File: config.mk
export PLATFORM = sky130hd
export DESIGN_NAME = servant_gpio_bank
export DESIGN_NICKNAME = d
export VERILOG_FILES = /design/src/rtl/servant_gpio_pkg.sv /design/src/rtl/servant_gpio_chan.sv /design/src/rtl/servant_gpio_bank.sv
export SDC_FILE = /design/constraint.sdc
export NUM_CORES = 2
export LEC_CHECK = 0
export BUFFER_PORTS_ARGS = -buffer_cell sky130_fd_sc_hd__buf_2
export CORE_ASPECT_RATIO = 1.75
export CORE_MARGIN = 3
export CORE_UTILIZATION = 32
export CTS_CLUSTER_DIAMETER = 60
export DETAILED_ROUTE_END_ITERATION = 12
export HOLD_SLACK_MARGIN = 0.08
export PLACE_DENSITY = 0.51
export SETUP_SLACK_MARGIN = 0.1
export SLEW_MARGIN = 20
export SYNTH_ARGS = -nofsm -noshare
export SYNTH_HDL_FRONTEND = slang
export SYNTH_SLANG_ARGS = --single-unit
File: constraint.sdc
create_clock -name i_wb_clk -period 3.5 [get_ports i_wb_clk]
set_clock_uncertainty 0.05 [all_clocks]
set_input_delay 0.35 -clock i_wb_clk [delete_from_list [all_inputs] [get_ports i_wb_clk]]
set_output_delay 0.35 -clock i_wb_clk [all_outputs]
set_load 0.1 [all_outputs]
File: src/rtl/servant_gpio_pkg.sv
// Shared definitions for the servant GPIO bank: register offsets and lane-mask helper.
package servant_gpio_pkg;

   localparam logic [2:0] REG_OUT  = 3'd0;
   localparam logic [2:0] REG_SET  = 3'd1;
   localparam logic [2:0] REG_CLR  = 3'd2;
   localparam logic [2:0] REG_TOG  = 3'd3;
   localparam logic [2:0] REG_IN   = 3'd4;
   localparam logic [2:0] REG_IEN  = 3'd5;
   localparam logic [2:0] REG_PEND = 3'd6;

   // Expand each byte-lane enable to eight mask bits.
   function automatic logic [31:0] sel_to_mask(input logic [3:0] sel);
      logic [31:0] m;
      m = '0;
      for (int b = 0; b < 4; b++) begin
         m[b*8 +: 8] = {8{sel[b]}};
      end
      return m;
   endfunction

endpackage

File: src/rtl/servant_gpio_chan.sv
// One GPIO channel: output register with set/clear/toggle aliases, interrupt enable,
// sticky rising-edge pending bits, input synchroniser and output-change strobe.
module servant_gpio_chan
   import servant_gpio_pkg::*;
#(
   parameter int WIDTH       = 32,
   parameter int SYNC_STAGES = 2
) (
   input  logic             clk,
   input  logic             rst_n,
   input  logic             wr_en,
   input  logic [2:0]       reg_sel,
   input  logic [WIDTH-1:0] wr_dat,
   input  logic [WIDTH-1:0] wr_mask,
   input  logic [WIDTH-1:0] gpio_in,
   output logic [WIDTH-1:0] out,
   output logic [WIDTH-1:0] in_sync,
   output logic [WIDTH-1:0] ien,
   output logic [WIDTH-1:0] pend,
   output logic             upd,
   output logic             irq_next
);

   logic [WIDTH-1:0] out_q, out_d;
   logic [WIDTH-1:0] ien_q, ien_d;
   logic [WIDTH-1:0] pend_q, pend_d;
   logic [WIDTH-1:0] sync_q [SYNC_STAGES];
   logic [WIDTH-1:0] hist_q;
   logic             upd_q;
   logic [WIDTH-1:0] dm;
   logic [WIDTH-1:0] clr;
   logic [WIDTH-1:0] rise;

   // Next-state for OUT/IEN/PEND; a fresh rising edge beats a same-cycle W1C.
   always_comb begin
      dm    = wr_dat & wr_mask;
      out_d = out_q;
      ien_d = ien_q;
      clr   = '0;
      if (wr_en) begin
         case (reg_sel)
            REG_OUT:  out_d = (out_q & ~wr_mask) | dm;
            REG_SET:  out_d = out_q | dm;
            REG_CLR:  out_d = out_q & ~dm;
            REG_TOG:  out_d = out_q ^ dm;
            REG_IEN:  ien_d = (ien_q & ~wr_mask) | dm;
            REG_PEND: clr   = dm;
            default:  ;
         endcase
      end
      rise   = sync_q[SYNC_STAGES-1] & ~hist_q;
      pend_d = (pend_q & ~clr) | rise;
   end

   // Register state; upd fires in the first cycle the new output is visible.
   always_ff @(posedge clk or negedge rst_n) begin
      if (!rst_n) begin
         out_q  <= '0;
         ien_q  <= '0;
         pend_q <= '0;
         hist_q <= '0;
         upd_q  <= 1'b0;
         for (int i = 0; i < SYNC_STAGES; i++) begin
            sync_q[i] <= '0;
         end
      end else begin
         out_q     <= out_d;
         ien_q     <= ien_d;
         pend_q    <= pend_d;
         upd_q     <= (out_d != out_q);
         sync_q[0] <= gpio_in;
         for (int i = 1; i < SYNC_STAGES; i++) begin
            sync_q[i] <= sync_q[i-1];
         end
         hist_q <= sync_q[SYNC_STAGES-1];
      end
   end

   assign out      = out_q;
   assign in_sync  = sync_q[SYNC_STAGES-1];
   assign ien      = ien_q;
   assign pend     = pend_q;
   assign upd      = upd_q;
   assign irq_next = |(pend_d & ien_d);

endmodule

File: src/rtl/servant_gpio_bank.sv
// Multi-channel GPIO bank on a Wishbone slot: one-wait-state ack, channel/register
// decode, registered read mux and a registered OR-reduced interrupt.
module servant_gpio_bank
   import servant_gpio_pkg::*;
#(
   parameter int WIDTH       = 32,
   parameter int CHANNELS    = 9,
   parameter int SYNC_STAGES = 2,
   localparam int CW         = (CHANNELS > 1) ? $clog2(CHANNELS) : 1,
   localparam int AW         = CW + 5
) (
   input  logic                      i_wb_clk,
   input  logic                      i_wb_rst_n,
   input  logic [AW-1:0]             i_wb_adr,
   input  logic [31:0]               i_wb_dat,
   input  logic [3:0]                i_wb_sel,
   input  logic                      i_wb_we,
   input  logic                      i_wb_cyc,
   output logic [31:0]               o_wb_rdt,
   output logic                      o_wb_ack,
   input  logic [CHANNELS*WIDTH-1:0] i_gpio,
   output logic [CHANNELS*WIDTH-1:0] o_gpio,
   output logic [CHANNELS-1:0]       o_gpio_upd,
   output logic                      o_irq
);

   logic             ack_q;
   logic [31:0]      rdt_q;
   logic             irq_q;
   logic             acc;
   logic             wr;
   logic [2:0]       reg_sel;
   logic [CW-1:0]    chan_idx;
   logic             chan_ok;
   logic [31:0]      mask32;
   logic [WIDTH-1:0] sel_val;
   logic [31:0]      rd_word;
   logic             unused_adr;

   logic [WIDTH-1:0] out_arr  [CHANNELS];
   logic [WIDTH-1:0] in_arr   [CHANNELS];
   logic [WIDTH-1:0] ien_arr  [CHANNELS];
   logic [WIDTH-1:0] pend_arr [CHANNELS];
   logic [CHANNELS-1:0] irq_vec;

   // Access is accepted on the edge where ack rises.
   assign acc        = i_wb_cyc & ~ack_q;
   assign wr         = acc & i_wb_we;
   assign reg_sel    = i_wb_adr[4:2];
   assign chan_idx   = i_wb_adr[AW-1:5];
   assign chan_ok    = 32'(chan_idx) < 32'(CHANNELS);
   assign mask32     = sel_to_mask(i_wb_sel);
   assign unused_adr = ^i_wb_adr[1:0];

   for (genvar c = 0; c < CHANNELS; c++) begin : g_chan
      servant_gpio_chan #(
         .WIDTH       (WIDTH),
         .SYNC_STAGES (SYNC_STAGES)
      ) u_chan (
         .clk      (i_wb_clk),
         .rst_n    (i_wb_rst_n),
         .wr_en    (wr & chan_ok & (chan_idx == CW'(c))),
         .reg_sel  (reg_sel),
         .wr_dat   (i_wb_dat[WIDTH-1:0]),
         .wr_mask  (mask32[WIDTH-1:0]),
         .gpio_in  (i_gpio[c*WIDTH +: WIDTH]),
         .out      (out_arr[c]),
         .in_sync  (in_arr[c]),
         .ien      (ien_arr[c]),
         .pend     (pend_arr[c]),
         .upd      (o_gpio_upd[c]),
         .irq_next (irq_vec[c])
      );
      assign o_gpio[c*WIDTH +: WIDTH] = out_arr[c];
   end

   // Read mux over channels; write-only aliases read back OUT, out-of-range reads 0.
   always_comb begin
      sel_val = '0;
      rd_word = '0;
      for (int c = 0; c < CHANNELS; c++) begin
         if (chan_idx == CW'(c)) begin
            case (reg_sel)
               REG_OUT, REG_SET, REG_CLR, REG_TOG: sel_val = out_arr[c];
               REG_IN:   sel_val = in_arr[c];
               REG_IEN:  sel_val = ien_arr[c];
               REG_PEND: sel_val = pend_arr[c];
               default:  sel_val = '0;
            endcase
         end
      end
      if (chan_ok) begin
         rd_word[WIDTH-1:0] = sel_val;
      end
   end

   // Bus handshake, registered read data and interrupt.
   always_ff @(posedge i_wb_clk or negedge i_wb_rst_n) begin
      if (!i_wb_rst_n) begin
         ack_q <= 1'b0;
         rdt_q <= '0;
         irq_q <= 1'b0;
      end else begin
         ack_q <= i_wb_cyc & ~ack_q;
         rdt_q <= (acc & ~i_wb_we) ? rd_word : 32'd0;
         irq_q <= |irq_vec;
      end
   end

   assign o_wb_ack = ack_q;
   assign o_wb_rdt = rdt_q;
   assign o_irq    = irq_q;

endmodule

[Yosys cells after proc, flatten, opt, wreduce, memory -nomap -nowiden]
Index checks and enable logic that the tools add are counted.
W data, S select, Z words.
Cells by class
  add/subtract/negate cells: 0
  multiply operators: 0
  divide/modulo/power cells: 0
  $lt $le $gt $ge: 1
  equality and inequality tests: 23
  shift-type cells: 0
  multiplexer cells: 66
  bitwise gates (word level): 135
  reduce and logical (&&, ||, !) cells: 4
Operators with widths (number)
  $pmux W32 S4: 18
  $and A32 B32 Y32: 55
  $mux W32: 48
  $or A32 B32 Y32: 36
  $not A32 Y32: 20
  $ne A32 B32 Y1: 9
  $reduce_or A288 Y1: 1
  $xor A32 B32 Y32: 9
  $eq A4 B3 Y1 const B: 4
  $and A1 B1 Y1: 13
  $eq A3 B3 Y1 const B: 3
  $eq A4 B2 Y1 const B: 2
  $eq A3 B2 Y1 const B: 2
  $eq A4 B1 Y1 const B: 1
  $eq A4 B4 Y1 const B: 1
  $logic_not A4 Y1: 1
  $lt A4 B4 Y1 const B: 1
  $reduce_or A4 Y1: 1
  $eq A3 B1 Y1 const B: 1
  $logic_not A3 Y1: 1
  $not A1 Y1: 2
Storage, ports and cells
  bits in registers: 1771
  latch bits: 0
  memory bits (writable): 0
  ROM bits: 0
  input bits: 337
  output and inout bits: 331
  memories: 0

[Longest topological paths before layout]
  depth after elaboration: 14
  gate-level depth with buffers: 14
  gate-level depth less buffers: 11

[Cells and area by module]
From an unflattened synthesis, not the netlist that was laid out.
Second synthesis, totals
  cell total of the unflattened synthesis: 9247
  area, all modules: 92000.7 um^2
By module, submodules not included
  servant_gpio_bank: times used 1, cells each 1578, area each 11325.9 um^2, seq. area each 850.8 um^2
  servant_gpio_chan (g_chan[5].u_chan): times used 1, cells each 859, area each 9058.7 um^2, seq. area each 4829.6 um^2
  servant_gpio_chan (g_chan[7].u_chan): times used 1, cells each 873, area each 9027.4 um^2, seq. area each 4829.6 um^2
  servant_gpio_chan (g_chan[2].u_chan): times used 1, cells each 882, area each 9009.9 um^2, seq. area each 4829.6 um^2
  servant_gpio_chan (g_chan[8].u_chan): times used 1, cells each 868, area each 8998.6 um^2, seq. area each 4829.6 um^2
  servant_gpio_chan (g_chan[6].u_chan): times used 1, cells each 839, area each 8931.1 um^2, seq. area each 4829.6 um^2
  servant_gpio_chan (g_chan[3].u_chan): times used 1, cells each 830, area each 8921.1 um^2, seq. area each 4829.6 um^2
  servant_gpio_chan (g_chan[0].u_chan): times used 1, cells each 830, area each 8917.3 um^2, seq. area each 4829.6 um^2
  servant_gpio_chan (g_chan[1].u_chan): times used 1, cells each 849, area each 8906.0 um^2, seq. area each 4829.6 um^2
  servant_gpio_chan (g_chan[4].u_chan): times used 1, cells each 839, area each 8904.8 um^2, seq. area each 4829.6 um^2

[Least setup slack after synthesis]
OpenSTA, ideal clock, no wires.
  path type: register to register
  start: reg ack_q (netlist: o_wb_ack)
  end: reg irq_q (netlist: o_irq)
  data arrival time: 3553 ps
  required time: 3311 ps
  slack: -241 ps
  stages on the path, launching flop included: 12
  path buffers: 3
  cell sequence: dfrtp_1 -> nand3b_1 -> clkbuf_1 -> clkbuf_1 -> buf_1 -> o41ai_1 -> a22oi_1 -> a2111oi_0 -> nand4_1 -> nor4_1 -> nand4_1 -> or4_1
Between the ends
  word-level cells in the longest chain between the ends: 11
  elaborated cells between the ends (all ways): 68
  classes of those cells: mux: 18; bitwise: 49; reduce/logical: 1
RTL lines
  start: declaration: RTL line servant_gpio_bank.sv:27  | logic ack_q;
  start signal: assignment: RTL line servant_gpio_bank.sv:104  | ack_q <= i_wb_cyc & ~ack_q;
  $not A1 Y1 (*): RTL line servant_gpio_bank.sv:47  | assign acc = i_wb_cyc & ~ack_q;
  $and A1 B1 Y1 (*): RTL line servant_gpio_bank.sv:47
  $and A1 B1 Y1 (*): RTL line servant_gpio_bank.sv:48  | assign wr = acc & i_wb_we;
  $and A1 B1 Y1 (*): RTL line servant_gpio_bank.sv:62  | .wr_en (wr & chan_ok & (chan_idx == CW'(c))),
  $and A1 B1 Y1: RTL line servant_gpio_bank.sv:62
  $mux W32: RTL line servant_gpio_chan.sv:40  | if (wr_en) begin
  $not A32 Y32: RTL line servant_gpio_chan.sv:52  | pend_d = (pend_q & ~clr) | rise;
  $and A32 B32 Y32: RTL line servant_gpio_chan.sv:52
  $or A32 B32 Y32: RTL line servant_gpio_chan.sv:52
  $and A32 B32 Y32: RTL line servant_gpio_chan.sv:84  | assign irq_next = |(pend_d & ien_d);
  $reduce_or A288 Y1 (*): RTL line servant_gpio_bank.sv:106  | irq_q <= |irq_vec;
  end signal: assignment: RTL line servant_gpio_bank.sv:106
  end: declaration: RTL line servant_gpio_bank.sv:29  | logic irq_q;
Every way passes the cells marked *; elsewhere a longest branch is shown, timed or not.

[Final worst setup path]
  start: reg ack_q (netlist: o_wb_ack)
  end: reg irq_q (netlist: o_irq)
Between the ends
  elaborated cells between the ends (all ways): 68
  classes of those cells: mux: 18; bitwise: 49; reduce/logical: 1
RTL lines
  $not A1 Y1: RTL line servant_gpio_bank.sv:47
  $and A1 B1 Y1: RTL line servant_gpio_bank.sv:47
  $and A1 B1 Y1: RTL line servant_gpio_bank.sv:48
  $and A1 B1 Y1 (2 in a row): RTL line servant_gpio_bank.sv:62
  $mux W32: RTL line servant_gpio_chan.sv:40
  net g_chan[6].u_chan.ien_d[16]: RTL line servant_gpio_chan.sv:25  | logic [WIDTH-1:0] ien_q, ien_d;
  $and A32 B32 Y32: RTL line servant_gpio_chan.sv:84
  $reduce_or A288 Y1: RTL line servant_gpio_bank.sv:106
The timed path passes the listed nets, and every way through them passes these cells.

==> results.toml <==
[power]
peakVddDrop_mv = 0.527
clkPwrFrac_pct = 41.3
pwr-share-seq_pct = 40.5
p_int_w = 0.0367
p_sw_share_pct = 32.1
p_per_area_nw_per_um2 = 440
power_leakage_nw = 57.6
p_sw_w = 0.0174
power_frac_comb_pct = 18.2

[flow_run]
drv_cap = 0

[timing]
period_needed_ps = 4390
rsz0062_at_grt = "yes"
fmax_mhz = 228
tightestPinTransition_ps = 1230
tns_ps = -1000
period_share_pct = 126
worst_slack_ps = -894
slew_viol_final = 0
setup_viol = 3
slew_headroom_pct = 17.8
hold_viol_final = 0

[routing]
avgRoutedWirePerCell_um = 49.0
drt_wl_total_mm = 708
drtIter0Drc = 12804
drc = 0
via_count = 92336
drt-vias-per-instance = 6.39
first_pass_iters = 6
antenna_left = 0

[critical_path]
r2r_start = "o_wb_ack"
r2r_cells = 10
rrSetupSlack_ps = -890
crit_path_max_fanout = 7
arrival_ps = 5100
required_ps = 4200
reg2reg_to = "o_irq"
worstSetupPathType = "register to register"
cp-start-kind = "register"
end_kind = "register"

[yosys]
ys.flop_type = "dfrtp_1"
synthTopCellsByArea = "dfrtp_1 (54%), ha_1 (4.4%), o21ai_0 (3.4%)"
synth_common_cells = "dfrtp_1 (1771), nand2_1 (701), o21ai_0 (560), clkbuf_1 (441), a21oi_1 (406)"
synth.top_cell.area_share_pct = 53.6
ys_ff_latch = 1771
synth.most_common_cell = "dfrtp_1"
seq_area_frac_synth_pct = 53.6
synth_area_per_cell_um2 = 10.8
synth_area_um2 = 82700
yosysWarnings = 0
syn-instance-count = 7684
synth_area_leader_cell = "dfrtp_1"
synth_nets = 8309
synth_edf_count = 0
async_flop_share_pct = 100
synth_cell_types = 84

[global_routing]
grt_pass1_vias = 88716
grt_max_degree = 99
gr-total-overflow = 0
grt_usage_pct = 52.3
grt_first_pass_wirelength_mm = 902
grt_antenna_before_repair = 173

[die]
die_x_um = 390
start_util_pct = 32.2
boundaryPins = 668
rows = 246
die_y_um = 679
die_area_um2 = 265000
core_area_um2 = 257000

[clock_tree]
cts_sinks = 1771
h-tree-depth = 4
cts_buffer_depth = 4
clock_latency_ps = 940
numCtsBuffers = 199
clockRootBuffer = "clkbuf_16"
clkTransAtPathRegs_ps = 80
cts_tree = "built"

[finish]
layout.cells.non_filler = 14461
area_growth_pct = 48.5
fin_util_pct = 47.8
nNetsFinal = 11446
nFillCells = 23835
drive_gt1_share_pct = 34.2

[place]
gp_congestion = 1.10
post-place-cells = 13388
place.detailed.hpwl_mm = 562
portBuffers = 665

[run_status]
violations = "negative setup slack"
status = "complete, but fails checks"

[min_path]
worst_hold_path.num_cells = 2
min_from = "i_gpio[29]"
whs_endpoint = "g_chan[0].u_chan.sync_q[61]"
min_path_type = "primary input to register"
[metrics by stage]
stage	hold WS, ps	total power [W]	setup slack [ps]	instance area [um^2]
2_1_floorplan	4.41	0.0249	82.4	83100
3_3_place_gp	283	0.0309	-2070	109000
3_5_place_dp	285	0.0310	-1860	109000
4_1_cts	81.8	0.0536	-688	122000
5_1_grt	91.7	0.0549	-813	123000
6_report	85.2	0.0541	-894	123000
[worst max path at each step]
| stage | from | end | slack [ps] | cells past startpoint |
|---|---|---|---|---|
| 3_5_place_dp | i_wb_sel[2] | o_irq | -1860 | 12 |
| 6_report | o_wb_ack | o_irq | -890 | 10 |
| 2_1_floorplan | o_wb_ack | o_irq | 80 | 11 |
| 3_3_place_gp | i_wb_adr[2] | o_irq | -2070 | 12 |
| 4_1_cts | o_wb_ack | o_irq | -690 | 14 |
| 5_1_grt | o_wb_ack | o_irq | -810 | 14 |
[cell families after synthesis]
family                   synth area share, %
AO/OA/AOI/OAI                           22.9
AND/OR/NAND/NOR                         10.0
multiplexers                            4.13
flip-flops                              53.6
buffers and inverters                   4.22
XOR/XNOR                               0.868
adder cells (fa/ha/maj)                 4.36
[placed cells by master (no fill, tap or decap), drive strengths merged, types with 257 or more instances in the layout]
cell	instances
dfrtp	1771
a21oi	406
clkbuf	257
inv	326
ha	288
o41ai	279
o21ai	602
dlygate4sd3	565
nand2	701
buf	2951
a22oi	342
[registers in the layout (all words and copies together), names as in the netlist]
name                   flops
g_chan.u_chan.hist_q     288
g_chan.u_chan.ien        288
g_chan.u_chan.in_sync    288
g_chan.u_chan.out        288
g_chan.u_chan.pend       288
g_chan.u_chan.sync_q     288
g_chan.u_chan.upd          9
o_irq                      1
o_wb_ack                   1
o_wb_rdt                  32
[area by class of cell]
cell class                      instances  area, um^2  area share (%)
Sequential cell                      1771       44300            36.1
Inverter                              316        1200           0.975
Antenna cell                          141         353           0.287
Tap cell                             3348        4190            3.41
Clock inverter                         96        1100           0.896
Clock buffer                          256        5560            4.52
Timing Repair Buffer                 3521       29200            23.8
Multi-Input combinational cell       5012       36900            30.0
[power groups by stage]
stage          Clock [W]  Sequential, W  Combinational [W]
2_1_floorplan          0         0.0227            0.00227
6_report          0.0224         0.0219            0.00984
3_5_place_dp           0         0.0222            0.00872
3_3_place_gp           0         0.0222            0.00869
5_1_grt           0.0231         0.0219            0.00982
4_1_cts           0.0224         0.0219            0.00937
[routing by layer]
layer,share of wire (%),vias to the layer above,global-route usage [%]
met2,43,7660,76.9
met3,9.3,2588,14.2
li1,-,35359,-
met5,0.017,-,0
met1,33,46713,55.9
met4,15,16,62.8
[critical path: stages, from the launching register on]
cell       delay, ps
dfrtp_4          510
and4b_1          480
nand3_4          330
buf_4            270
mux2_2           280
a21boi_2         300
a2111oi_0        550
nand3_1          300
buf_4            250
or3_1            340
or4_1            520
[timing repair]
| item | in CTS | in global routing |
|---|---|---|
| setup buffers | 7 | 1 |
| gates resized for setup | 162 | 50 |
| cloned | 4 | 0 |
| pin swaps | 21 | 11 |
| hold buffers | 567 | 0 |
| setup endpoints to repair | 8 | 9 |
| hold endpoints to repair | 732 | 0 |
Power figures use the tool's default switching activity.
